$ cat config.mk
export PLATFORM = sky130hd
export DESIGN_NAME = cmd_phys_gen
export DESIGN_NICKNAME = d
export VERILOG_FILES = /design/src/rtl/cmd_phys_gen.sv
export SDC_FILE = /design/constraint.sdc
export NUM_CORES = 1
export LEC_CHECK = 0
export ABC_AREA = 1
export CAP_MARGIN = 20
export CORE_MARGIN = 1.5
export CORE_UTILIZATION = 35
export CTS_CLUSTER_SIZE = 12
export DETAILED_ROUTE_END_ITERATION = 7
export PLACE_DENSITY = 0.64
export SETUP_SLACK_MARGIN = 0.2
export SYNTH_ARGS = -nofsm -noshare
export SYNTH_HDL_FRONTEND = slang
export SYNTH_SLANG_ARGS = --single-unit
$ cat constraint.sdc
create_clock -name sd_clock -period 1.96 [get_ports sd_clock]
set_input_delay 0.588 -clock sd_clock [delete_from_list [all_inputs] [get_ports sd_clock]]
set_output_delay 0.588 -clock sd_clock [all_outputs]
set_load 0.02 [all_outputs]
$ cat src/rtl/cmd_phys_gen.sv
// rtl/cmd_phys_gen.sv - SD CMD-line PHY: command serialiser, response deserialiser, CRC7
// Define CMD_CRC7_EN to generate CRC7 on transmit and check it on receive.
module cmd_phys_gen #(
  parameter int CMD_W     = 40,
  parameter int SHORT_LEN = 48,
  parameter int LONG_LEN  = 136,
  parameter int TMO_W     = 16
) (
  input  logic                sd_clock,
  input  logic                reset,
  input  logic                strobe_in,
  input  logic                ack_in,
  input  logic                idle_in,
  input  logic [CMD_W-1:0]    cmd_to_send,
  input  logic [1:0]          resp_type,
  input  logic                timeout_enable,
  input  logic [TMO_W-1:0]    timeout_cycles,
  output logic                ack_out,
  output logic                strobe_out,
  output logic [LONG_LEN-1:0] response,
  output logic                cmd_timeout,
  output logic                crc_error,
  output logic                busy,
  output logic                cmd_out,
  output logic                cmd_oe,
  input  logic                cmd_in
);
  localparam int FRAME_W = CMD_W + 8;
  localparam int CNT_W   = $clog2(FRAME_W + LONG_LEN + 1);
  localparam logic [CNT_W-1:0] FRAME_END  = CNT_W'(FRAME_W);
  localparam logic [CNT_W-1:0] SHORT_LAST = CNT_W'(SHORT_LEN - 1);
  localparam logic [CNT_W-1:0] LONG_LAST  = CNT_W'(LONG_LEN - 1);

  typedef enum logic [2:0] {S_IDLE, S_SEND, S_TURN, S_WAIT, S_RECV, S_TOUT, S_DONE} state_t;
  state_t state;

  logic [FRAME_W-1:0]  tx_frame;
  logic [FRAME_W-1:0]  tx_shift;
  logic [6:0]          tx_crc;
  logic [LONG_LEN-2:0] rx_shift;
  logic [LONG_LEN-1:0] rx_next;
  logic                rx_bad;
  logic [CNT_W-1:0]    cnt;
  logic [TMO_W-1:0]    wait_cnt;
  logic [TMO_W-1:0]    tmo_limit;
  logic [1:0]          rtype;

  // CRC7 (x^7+x^3+1) over data[hi:lo], MSB first
  function automatic logic [6:0] crc7(input logic [LONG_LEN-1:0] data, input int hi, input int lo);
    logic [6:0] c;
    logic       fb;
    c = '0;
    for (int i = LONG_LEN - 1; i >= 0; i--) begin
      if (i <= hi && i >= lo) begin
        fb = data[i] ^ c[6];
        c  = {c[5:0], 1'b0} ^ (fb ? 7'h09 : 7'h00);
      end
    end
    return c;
  endfunction

`ifdef CMD_CRC7_EN
  assign tx_crc = crc7(LONG_LEN'(cmd_to_send), CMD_W - 1, 0);
`else
  assign tx_crc = 7'h00;
`endif

  assign tx_frame = {cmd_to_send, tx_crc, 1'b1};
  assign rx_next  = {rx_shift, cmd_in};
  assign busy     = (state != S_IDLE);

  always_comb begin
    rx_bad = ~rx_next[0];
`ifdef CMD_CRC7_EN
    if (rtype == 2'b01)
      rx_bad = rx_bad | (crc7(rx_next, SHORT_LEN - 1, 8) != rx_next[7:1]);
    else if (rtype == 2'b10)
      rx_bad = rx_bad | (crc7(rx_next, LONG_LEN - 9, 8) != rx_next[7:1]);
`endif
  end

  always_ff @(posedge sd_clock or negedge reset) begin
    if (!reset) begin
      state       <= S_IDLE;
      ack_out     <= 1'b0;
      strobe_out  <= 1'b0;
      response    <= '0;
      cmd_timeout <= 1'b0;
      crc_error   <= 1'b0;
      cmd_out     <= 1'b1;
      cmd_oe      <= 1'b0;
      tx_shift    <= '0;
      rx_shift    <= '0;
      cnt         <= '0;
      wait_cnt    <= '0;
      tmo_limit   <= '0;
      rtype       <= 2'b00;
    end else begin
      ack_out <= 1'b0;
      if (idle_in) begin
        state       <= S_IDLE;
        cmd_oe      <= 1'b0;
        cmd_out     <= 1'b1;
        strobe_out  <= 1'b0;
        cmd_timeout <= 1'b0;
        crc_error   <= 1'b0;
      end else begin
        case (state)
          S_IDLE: if (strobe_in) begin
            // first frame bit goes on the line together with ack_out
            rtype       <= resp_type;
            tmo_limit   <= timeout_cycles;
            tx_shift    <= tx_frame << 1;
            cmd_out     <= tx_frame[FRAME_W-1];
            cmd_oe      <= 1'b1;
            cnt         <= CNT_W'(1);
            ack_out     <= 1'b1;
            cmd_timeout <= 1'b0;
            crc_error   <= 1'b0;
            state       <= S_SEND;
          end
          S_SEND: if (cnt != FRAME_END) begin
            cmd_out  <= tx_shift[FRAME_W-1];
            tx_shift <= tx_shift << 1;
            cnt      <= cnt + 1'b1;
          end else begin
            cmd_oe  <= 1'b0;
            cmd_out <= 1'b1;
            cnt     <= '0;
            if (rtype == 2'b00) begin
              response   <= '0;
              strobe_out <= 1'b1;
              state      <= S_DONE;
            end else begin
              state <= S_TURN;
            end
          end
          S_TURN: if (cnt != '0) begin
            cnt      <= '0;
            wait_cnt <= '0;
            state    <= S_WAIT;
          end else begin
            cnt <= cnt + 1'b1;
          end
          S_WAIT: if (!cmd_in) begin
            rx_shift <= '0;
            cnt      <= CNT_W'(1);
            state    <= S_RECV;
          end else if (timeout_enable && wait_cnt == tmo_limit) begin
            cmd_timeout <= 1'b1;
            state       <= S_TOUT;
          end else begin
            wait_cnt <= wait_cnt + 1'b1;
          end
          S_RECV: begin
            rx_shift <= rx_next[LONG_LEN-2:0];
            cnt      <= cnt + 1'b1;
            if (cnt == ((rtype == 2'b10) ? LONG_LAST : SHORT_LAST)) begin
              response   <= rx_next;
              crc_error  <= rx_bad;
              strobe_out <= 1'b1;
              state      <= S_DONE;
            end
          end
          S_TOUT: begin
            response   <= '0;
            strobe_out <= 1'b1;
            state      <= S_DONE;
          end
          S_DONE: if (ack_in) begin
            strobe_out <= 1'b0;
            state      <= S_IDLE;
          end
          default: state <= S_IDLE;
        endcase
      end
    end
  end
endmodule

# ---- Word level (Yosys, flattened, before mapping)
# Cells that the tools add are included.
# W data, S select, Z words.
dict set report word_totals {
  elab_cells 126
  inputBits 65
  reg_bits 370
  out_inout_bits 143
}
dict set report classes {
  eq_ne 28
  n_reduce_logical 26
  muxes 54
  bitwise 2
  addsub 2
}
# cell count
set ops {}
lappend ops {{$mux W136} 3}
lappend ops {{$pmux W136 S3} 1}
lappend ops {{$pmux W135 S2} 1}
lappend ops {{$mux W135} 1}
lappend ops {{$mux W48} 2}
lappend ops {{$pmux W48 S2} 1}
lappend ops {{$mux W16} 3}
lappend ops {{$mux W8} 5}
lappend ops {{$pmux W8 S5} 1}
lappend ops {{$pmux W16 S2} 1}
lappend ops {{$mux W3} 9}
lappend ops {{$ne A3 B3 Y1 const B} 8}
lappend ops {{$pmux W3 S7} 1}
lappend ops {{$mux W1} 20}
lappend ops {{$ne A2 B2 Y1 const B} 9}
lappend ops {{$add A16 B1 Y16 const B} 1}
lappend ops {{$eq A16 B16 Y1} 1}
lappend ops {{$reduce_and A5 Y1} 3}
lappend ops {{$reduce_bool A3 Y1} 5}
lappend ops {{$reduce_and A3 Y1} 4}
lappend ops {{$reduce_and A4 Y1} 3}
lappend ops {{$reduce_bool A5 Y1} 2}
lappend ops {{$eq A3 B3 Y1 const B} 3}
lappend ops {{$add A8 B1 Y8 const B} 1}
lappend ops {{other kinds (16)} 23}

# ---- Depth between registers and ports, before layout
# Gate-level depths: netlist (run 1).
dict set report logic_depth {
  ltp_word 6
  depth_mapped 13
  ltp_nobuf 12
}

# ---- Worst setup path after synthesis (run 1)
# Ideal clock, no wire load.
dict set report synth_path {
  path_type {input to register}
  startpoint {input idle_in}
  endpoint {register tx_shift[37]}
  arrival_time_ns 1.684
  setup_time_ns 0.130
  path_buffers 4
  path_stages 9
  slack_ns 0.146
  cell_sequence {buf_2 inv_1 buf_2 nand3_1 nand2_1 buf_4 buf_4 o211ai_1 o21ai_0}
}
dict set report synth_between {
  elab_chain_len 2
}
# element line_no
set synth_lines {}
lappend synth_lines {{start, declared} 13} ;# input logic idle_in,
lappend synth_lines {{$not A1 Y1 (no source line)} -}
lappend synth_lines {{$reduce_and A4 Y1 (no source line)} -}
lappend synth_lines {{end signal, assigned} 113} ;# tx_shift <= tx_frame << 1;
lappend synth_lines {{end signal, assigned} 124} ;# tx_shift <= tx_shift << 1;
lappend synth_lines {{end, declared} 38} ;# logic [FRAME_W-1:0] tx_shift;
# Every way passes these cells.
# A chain may end at the register's enable or synchronous reset.

# ---- Final worst setup path (run 1)
dict set report layout_path {
  startpoint {register state[2]}
  endpoint {register rx_shift[43]}
}
dict set report layout_between {
  elab_chain_len 3
  elab_cells_between_ends 6
}
# element line_no
set layout_lines {}
lappend layout_lines {{start, declared} 35} ;# state_t state;
lappend layout_lines {{start signal, assigned} 84} ;# state <= S_IDLE;
lappend layout_lines {{start signal, assigned} 101} ;# state <= S_IDLE;
lappend layout_lines {{start signal, assigned} 120} ;# state <= S_SEND;
lappend layout_lines {{$eq A3 B2 Y1 / $eq A3 B3 Y1 (equally long branches)} 108} ;# case (state)
lappend layout_lines {{$ne A2 B2 Y1 (no source line) / $reduce_bool A2 Y1 (equally long branches)} -}
lappend layout_lines {{$reduce_and A3 Y1 (no source line)} -}
lappend layout_lines {{end signal, assigned} 156} ;# rx_shift <= rx_next[LONG_LEN-2:0];
lappend layout_lines {{end, declared} 40} ;# logic [LONG_LEN-2:0] rx_shift;
# Several ways; a longest one is shown, not always the timed one.

==> metrics.txt, run 1 <==
status finished with violations; failing checks negative setup slack; number of synthesized flops with an enable pin 0; post-synth top area share 0.5743; vias in the first global route 13640; Fin Clk Skew 20.68 ps; fin. max-slew vios 0; relative slew slack 0.6489; count of buffers from port buffering 207; RSZ-0062 raised after global routing true; Clock Latency Late Sink 580 ps; routability cong. around 0.85; Fin. Hold Viols 0; cells after synthesis 1913; multiplexer share of the synthesized area 0.0007022; Slew @ Worst Pin 526.7 ps; fill cell count 3993; I/O pin count between 200 and 250; Ant. Diodes 0; Finish-stage setup viols 22; vias per inst approximately 5; largest family of logic cells by synthesized area simple AND/OR/NAND/NOR gates; core area ~45000 sq um; post-synthesis compound-gate area fraction 0.09886; Final Core Density 0.5280; met3 wire len roughly 3.5 mm; Layout Nets 2336; initial antenna violation count 0; syn_area_per_cell 8.382 sq um; clock sink total 369; CP required ~2500 ps; DP HPWL 25.69 mm; CTS Buf Count 41; maxcap violations 0; startpoint types flop; Met1 Routed Length 21.59 mm; Critical R2R Launch state[2]; Horiz. Die Dim 217.0 um; share of layout cells above drive strength 1 0.3296; fmax 493.9 MHz; Post-Synth XOR/XNOR Area 0.009285; reg2reg setup slack -60 ps; Final ANT Viol Nets 0; WL final 50.25 mm; GRT Util Overall 0.1930; die area 47110 sq um; top cells by area, synth dfrtp_1 57%, nand2_1 15%, o21ai_0 5.4%; TritonCTS clock tree yes; Post-Synth Adder-Cell Area 0.002341; Initial Util 0.3541; Unique masters post-synth 36; Worst Slack Setup Final -64.64 ps; post-route insts no fill 2897; first-pass GRT wire length between 70 and 80 mm; Synth Register Bits around 370; CP Max Fanout 12; CTS Buffer Depth 3; Synth Warn # 0; syn_nets roughly 2000; 1st-pass router iterations 5; clock-pin slew on the worst setup and hold paths 60 ps; Seq/Total Area, Yosys 0.5759; async set or reset register ratio after synthesis 1.000; Fin Setup TNS -520.5 ps; final worst-path cycle share 1.033; DRC 0; CP Capture Type flop; Simple-Gate Fraction of Synth Area 0.2300; leakage power 11.67 nW; met2 WL post-DR about 24 mm; min cycle time layout 2025 ps; cell taking the most area after synthesis dfrtp_1; Area Overhead vs Synth 49.09%; ys flop type dfrtp_1; largest net degree at the start of global routing 80; highest routed layer met4; PD cells 1537 nW/um^2; crit path launch state[2]; Die Y 217.0 um; dpl ws -327.7 ps; Overall Power 36.75 mW; total grt overflow 0; Crit Path Class reg -> reg; CTS root buf clkbuf_16; synthesized area 16040 sq um; Vias approximately 14000; H-tree levels 2; drt wl/cell 17.35 um; DR iter-0 viols 817; Critical Path AT about 2500 ps; dpl cells 2687; worst hold start response[54]; worst min path class reg -> reg; Rows 78; Peak VDD IR 0.7165 mV
-- cells by family after synthesis --
group | Yosys count
AOI/OAI and AO/OA | 288
muxes | 1
DFF | 369
adders and majority gates | 3
and+or+nand+nor | 929
buffers and inverters | 306
xor gates and xnor gates | 17
-- critical path, cell delays in order (launching register included) --
cell	delay, ps
dfrtp_2	460
buf_4	180
nor2_4	160
inv_4	100
nor2_4	150
nand2_4	80
nand2_8	80
buf_12	140
buf_12	120
buf_12	110
buf_12	100
buf_16	120
nand2_2	50
o21ai_1	80
-- area by class of cell --
type,count,area [sq um],area share
sequential,369,9238,0.3864
multi-input combinational,1239,6769,0.2831
timing repair buffer,416,5010,0.2095
clock buffer,62,1225,0.05123
inverter,201,762.0,0.03187
tap,600,750.7,0.03140
clock inverter,10,153.9,0.006437
-- cells in the mapped netlist (5+ instances only) --
| master | count |
|---|---|
| o211ai_1 | 37 |
| inv_2 | 5 |
| buf_6 | 5 |
| o22ai_1 | 7 |
| nand3_1 | 43 |
| a21oi_1 | 31 |
| nand4_1 | 7 |
| a21oi_2 | 10 |
| nand2_1 | 661 |
| buf_4 | 21 |
| clkbuf_1 | 21 |
| xnor2_1 | 5 |
| nor3_1 | 8 |
| buf_1 | 7 |
| nor2_2 | 5 |
| nor2_1 | 185 |
| dfrtp_1 | 368 |
| xor2_1 | 12 |
| inv_1 | 196 |
| o21ai_1 | 26 |
| nand2_2 | 5 |
| buf_2 | 51 |
| o21ai_0 | 174 |
-- what timing repair did --
action | CTS | global route
resized for setup | 874 | 339
endpoints found under the hold margin | 37 | 0
endpoints found under the setup margin | 473 | 394
pin swaps | 71 | 76
hold buffers | 1 | 0
buffers inserted | 49 | 19
gates cloned | 34 | 35
-- path summary, 6_finish.rpt --
path / to / depth (start not counted)
max in group asynchronous: response[65] / 3
worst max-delay path: rx_shift[43] / 13
min in group asynchronous: response[121] / 2
worst max register to register: rx_shift[43] / 13
worst min register to register: response[54] / 2
worst min-delay path: response[54] / 2
-- per-layer routing --
layer  track usage  vias up
met2        0.3110      428
li1              -     6712
met5             0        -
met3       0.05241       78
met1        0.2527     6901
met4       0.06019        0
-- power by group --
group,internal [mW],total [mW],switching [mW]
Sequential,10.4,12.0,1.57
Clock,4.63,7.93,3.31
Combinational,7.63,16.8,9.18
Total,22.7,36.8,14.1
-- stage by stage --
stage	area, sq um	hold slack [ps]
final	23910	474.8
after global routing	23910	483.9
after CTS	21900	475.8
after detailed placement	19150	464.5
after global placement	19150	458.1
after floorplan	16040	292.4
-- cells in the final DEF, fill, tap and decap left out, drive strengths merged, types with 3 or more instances in the layout --
cell type      count
nand3             44
nand2            667
o22ai              7
o211ai            37
nor2             193
nor3              10
dfrtp            368
xor2              12
a21oi             41
nor3b              5
o21ai            200
buf              325
xnor2              5
nand4              7
ha                 3
clkbuf            89
clkdlybuf4s50     63
clkinv             3
inv              204
-- state kept, by name, indices dropped and copies added (netlist names) --
| register | cells |
|---|---|
| ack_out | 1 |
| cmd_oe | 1 |
| cmd_out | 1 |
| cmd_timeout | 1 |
| cnt | 8 |
| crc_error | 1 |
| response | 136 |
| rtype | 2 |
| rx_shift | 135 |
| state | 3 |
| strobe_out | 1 |
| tmo_limit | 16 |
| tx_shift | 47 |
| wait_cnt | 16 |
Note: power is estimated with default switching activity, not from simulation.
==> inputs of run 2 (changes only) <==
Settings changed: CORE_UTILIZATION 35 to 50, PLACE_DENSITY 0.64 to 0.82.
==> run 2 against run 1 <==
The run still ends with negative setup slack left. Die area shrank 30%. Worst hold slack improved by 3.9 ps. Sequential cell count unchanged. Clock-buffer cell count is 5 lower. Via count increased by 8.9%. Wire length up 9.9%. Non-clock buffer count decreased by 5. Largest cell class unchanged.
==> metrics.txt, run 2 (same netlist as run 1, synthesis figures left out) <==
Peak VDD IR 0.8639 mV (+21%); slowest CP cell dfrtp_1; routability cong. 0.9078 (+6.6%); status finished with violations; post-route insts no fill 2695 (-7.0%); fmax 478.7 MHz (-3.1%); vias in the first global route 14690 (+7.7%); Biggest register response; Critical R2R Launch cnt[5]; DP HPWL 25.20 mm (-1.9%); CTS Buffer Depth 3 (unchanged); crit-path max cell delay 420 ps (-40 ps); worst hold start response[76]; core area 31560 sq um (-30%); count of buffers from port buffering 207 (unchanged); dpl cells 2492 (-7.3%); relative slew slack 0.7254 (+0.07652); Worst Slack Setup Final -128.9 ps (-64.29 ps); Largest delay share family, worst path simple AND/OR/NAND/NOR gates; Overall Power 36.70 mW (-0.15%); R2R depth 11 (-2); dpl ws -296.6 ps (+31.11 ps); Rows 65 (-17%); I/O pin count 208 (unchanged); CP required 2360 ps (-90 ps); initial antenna violation count 0 (unchanged); GRT Util Overall 0.2897 (+0.09667); CP Max Fanout 15 (+3); vias per inst 5.707 (+17%); Flop pwr share 0.331 (+0.004); drt wl/cell 20.49 um (+18%); cell depth of the worst hold path 2 (unchanged); clock share of power 0.211 (-0.005); final worst-path cycle share 1.066 (+0.03280); TritonCTS clock tree yes; first-pass GRT wire length 76.43 mm (+5.4%); CP Capture Type flop; Power Internal 22.36 mW (-1.4%); Net Switching 14.33 mW (+1.9%); hold endpoint response[76]; DRC 0 (unchanged); Slew @ Worst Pin 410.4 ps (-116.3 ps); crit-path cells nand2_1, nor3_2, nand3_1, nand2_2, and3_4, buf_6, nand3_4, buf_4, buf_12, nand2_1, nand2_1; clock-pin slew on the worst setup and hold paths 60 ps (about the same); PD cells 1572 nW/um^2 (+2.3%); maxcap violations 0 (unchanged); min cycle time layout 2089 ps (+64.29 ps); share of layout cells above drive strength 1 0.2983 (-0.03126); Horiz. Die Dim 182.1 um (-16%); FF-to-FF End response[44]; Fin Clk Skew 37.34 ps (+16.66 ps); Area Overhead vs Synth 45.58%; largest net degree at the start of global routing 56 (-30%); Finish-stage setup viols 89 (+300%); total grt overflow 0 (unchanged); Worst Path Buf+Inv 3 (-4); H-tree levels 2 (unchanged); worst min path class reg -> reg; RSZ-0062 raised after global routing true; 1st-pass router iterations 6 (+1); DR iter-0 viols 1378 (+69%); Initial Util 0.5082 (+0.1541); Vias 15380 (+8.9%); max FFs per register 136 (unchanged); CTS Buf Count 41 (unchanged); most common cell after layout, fill and taps aside nand2_1; reg2reg setup slack -130 ps (-60 ps); Top cell by count, worst path nand2_1; Critical Path AT 2490 ps (-30 ps); Levels on crit path 11 (-2); Layout Nets 2337 (+0.043%); most frequent cells in the layout 472 x nand2_1, 366 x dfrtp_1, 193 x inv_1; Logic pwr share 0.458 (about the same); Clock Latency Late Sink 550 ps (-30 ps); CTS root buf clkbuf_16; Final ANT Viol Nets 0 (unchanged); Die Y 182.1 um (-16%); Fin. Hold Viols 0 (unchanged); WL final 55.21 mm (+9.9%); startpoint types flop; Crit Path Class reg -> reg; fin. max-slew vios 0 (unchanged); sw frac 0.3906 (+0.008036); clock sink total 369 (unchanged); die area 33150 sq um (-30%); Top Registers response x136, rx_shift x135, tx_shift x47; failing checks negative setup slack; Ant. Diodes 0 (unchanged); leakage power 11.46 nW (-1.8%)
[run 2: what timing repair did]
action / CTS / global route
pin swaps: 19 / 61
hold buffers: 1 / 0
setup buffers: 39 / 33
cloned: 38 / 25
endpoints found under the setup margin: 448 / 395
hold endpoints to repair: 26 / 0
resized for setup: 611 / 355
[run 2: worst max path at each step]
stage / endpoint / from / slack [ps]
after CTS: busy / state[0] / 1
final: response[44] / cnt[5] / -130
after global placement: rx_shift[115] / cmd_in / -270
after floorplan: tx_shift[37] / idle_in / 200
after global routing: response[44] / cnt[5] / -190
after detailed placement: response[62] / idle_in / -300
[run 2: metal layers]
layer / vias to the layer above / wire [um] / track usage
met5: - / 0 / 0
met1: 7433 / 20110 / 0.3613
met4: 0 / 3388 / 0.1402
met2: 980 / 26570 / 0.4878
li1: 6686 / - / -
met3: 281 / 5147 / 0.05428
[run 2: worst register-to-register path: cells and delay by family, from the launching register on]
family | cells | cell delay (ps)
and+or+nand+nor | 8 | 1100
buffers and inverters | 3 | 460
DFF | 1 | 420
[run 2: power by group through the flow]
| stage | sequential [mW] | clock [mW] | combinational [mW] |
|---|---|---|---|
| final | 12.2 | 7.73 | 16.8 |
| after floorplan | 12.6 | 0 | 5.75 |
| after CTS | 11.8 | 7.66 | 13.7 |
| after global placement | 11.8 | 0 | 10.6 |
| after detailed placement | 11.9 | 0 | 10.9 |
| after global routing | 12.4 | 8.12 | 17.8 |
[run 2: stage by stage]
step / cell area, sq um / setup TNS [ps] / hold WS (ps) / utilization
6_report: 23340 / -2127 / 478.7 / 0.7398
5_1_grt: 23340 / -15260 / 494.1 / 0.7398
4_1_cts: 21490 / 0 / 468.9 / 0.6810
3_5_place_dp: 18920 / -82450 / 458.4 / 0.5997
3_3_place_gp: 18920 / -76750 / 459.4 / 0.5997
2_1_floorplan: 16040 / 0 / 292.4 / -
[run 2: area by class of cell]
cell class / instances / area, sq um
clock inverter: 10 / 106.4
timing repair buffer: 411 / 4921
multi-input combinational: 1245 / 6588
clock buffer: 57 / 1219
tap: 402 / 503.0
inverter: 201 / 769.5
sequential: 369 / 9238
fill: 1958 / 8212
==> inputs of run 3 (changes only) <==
Settings changed: CTS_CLUSTER_DIAMETER set to 50, CTS_CLUSTER_SIZE 12 to not set.
==> run 3 against run 2 <==
The flow still finishes with violations (negative setup slack). Global-route usage fell by 0.57 points. Largest power group unchanged. Combinational power rose by 12%. Non-clock buffer count rose by 17. Clock power rose by 8.8%. Final area rose by 6.4%. Register-to-register slack got worse by 110 ps. Clock-buffer cell count rose by 2. Highest routed layer is now met5. Largest cell class unchanged.
==> metrics.txt, run 3 (same netlist as run 1, synthesis figures left out) <==
startpoint types flop; count of buffers from port buffering 207 (unchanged); PD cells 1595 nW/um^2 (+1.5%); Fin Clk Skew 32.82 ps (-4.521 ps); leakage power 12.80 nW (+12%); H-tree levels 2 (unchanged); Initial Util 0.5082 (unchanged); core area 31560 sq um (unchanged); DR iter-0 viols 1408 (+2.2%); initial antenna violation count 1 (+1); Layout Nets 2354 (+0.73%); FF-to-FF End rx_shift[56]; largest net degree at the start of global routing 56 (unchanged); reg2reg setup slack -240 ps (-110 ps); Top Registers response x136, rx_shift x135, tx_shift x47; R2R depth 10 (-1); Rows 65 (unchanged); drt wl/cell 23.13 um (+13%); first-pass GRT wire length 75.12 mm (-1.7%); placed cell areas 18920 sq um (unchanged); CTS Buffer Depth 3 (unchanged); worst hold start response[37]; most frequent cells in the layout 361 x dfrtp_1, 357 x nand2_1, 193 x inv_1; Worst Slack Setup Final -238.9 ps (-110.0 ps); relative slew slack 0.5559 (-0.1695); design area 24840 sq um (+6.4%); Final ANT Viol Nets 0 (unchanged); Fin. Hold Viols 0 (unchanged); fmax 454.8 MHz (-5.0%); I/O pin count 208 (unchanged); status finished with violations; final worst-path cycle share 1.122 (+0.05610); Biggest register response; Area Overhead vs Synth 54.88%; RSZ-0062 raised after global routing true; DP HPWL 25.20 mm (unchanged); vias in the first global route 14690 (+0.041%); Finish-stage setup viols 197 (+120%); CP required 2450 ps (+90 ps); CP Capture Type flop; worst min path class reg -> reg; share of layout cells above drive strength 1 0.4061 (+0.1078); fin. max-slew vios 0 (unchanged); vias per inst 5.901 (+3.4%); TritonCTS clock tree yes; WL final 62.93 mm (+14%); failing checks negative setup slack; CTS Buf Count 42 (+2.4%); GRT Util Overall 0.2840 (-0.005660); clock-pin slew on the worst setup and hold paths 70 ps (about the same); Critical Path AT 2690 ps (+200 ps); Critical R2R Launch state[1]; CTS root buf clkbuf_16; Slew @ Worst Pin 663.7 ps (+253.3 ps); die area 33150 sq um (unchanged); post-route insts no fill 2721 (+0.96%); Crit Path Class reg -> reg; most common cell after layout, fill and taps aside dfrtp_1; hold endpoint response[37]; Vias 16060 (+4.4%); total grt overflow 0 (unchanged); Clock Latency Late Sink 570 ps (+20 ps); CP Max Fanout 42 (+27); max FFs per register 136 (unchanged); maxcap violations 0 (unchanged); routability cong. 0.9078 (unchanged); DRC 0 (unchanged); Die Y 182.1 um (unchanged); Horiz. Die Dim 182.1 um (unchanged); clock sink total 369 (unchanged); dpl cells 2492 (unchanged); Peak VDD IR 0.8211 mV (-5.0%); min cycle time layout 2199 ps (+110.0 ps); cell depth of the worst hold path 2 (unchanged); 1st-pass router iterations 6 (unchanged)
==> run 3: cell count changes in the layout (fill, tap and decap cells not counted), sizes merged, moves of 2 or more <==
cell / delta
buf: +40
bufinv: +2
clkbuf: +22
clkdlybuf4s15: -42
clkinv: +2
clkinvlp: +2
diode: +2
==> run 3: per-layer routing <==
layer | GRT usage | routed length, um | up-vias | share of wire
li1 | - | - | 6743 | -
met1 | 0.3520 | 22040 | 7758 | 0.35
met2 | 0.4848 | 29870 | 1156 | 0.47
met3 | 0.05288 | 6336 | 398 | 0.10
met4 | 0.1296 | 4679 | 2 | 0.074
met5 | 0 | 13 | - | 0.00021
==> run 3: what timing repair did <==
action / in CTS / in global routing
gates resized for setup: 699 / 721
pin swaps: 17 / 82
gates cloned: 30 / 55
endpoints found under the hold margin: 26 / 0
setup endpoints to repair: 424 / 365
hold buffers: 1 / 0
setup buffers: 36 / 30
==> run 3: where the power goes <==
part | internal, mW | total (mW) | switching, mW
combinational | 8.06 | 18.8 | 10.7
clock | 5.04 | 8.41 | 3.38
sequential | 10.4 | 12.4 | 1.99
==> run 3: critical path: stages (launching register included) <==
cell and delay (ps):
dfrtp_1 410, inv_2 100, nand2_4 70, buf_6 120
nor2_4 130, clkinv_4 100, buf_12 210, buf_16 220
nor2_1 540, nand2_1 120, o21ai_1 120
==> run 3: worst max path at each step <==
stage / to / startpoint / depth (start not counted) / slack [ps]
after global placement: rx_shift[115] / cmd_in / 7 / -270
final: rx_shift[56] / state[1] / 10 / -240
after CTS: busy / state[0] / 5 / -4
after global routing: rx_shift[56] / state[1] / 10 / -290
after floorplan: tx_shift[37] / idle_in / 9 / 200
after detailed placement: response[62] / idle_in / 7 / -300
==> run 3: per-stage QoR <==
step | hold WS (ps) | util | setup TNS [ps] | worst slack (ps) | power (mW)
after floorplan | 292.4 | - | 0 | 204.8 | 18.38
after global placement | 459.4 | 0.5997 | -76750 | -269.6 | 22.41
after detailed placement | 458.4 | 0.5997 | -82450 | -296.6 | 22.85
after CTS | 469.0 | 0.6784 | -4.088 | -4.088 | 33.45
after global routing | 493.0 | 0.7869 | -19670 | -289.1 | 40.96
final | 477.2 | 0.7871 | -10640 | -238.9 | 39.62
==> run 3: area by class of cell <==
cell class	instances	area, sq um
repair buffers	428	5179
clock inverters	16	210.2
multi-input cells	1244	7660
diodes	2	5.005
flip-flops and latches	369	9244
clock buffers	59	1259
fillers	1666	6719
inverters	201	777.0
well taps	402	503.0
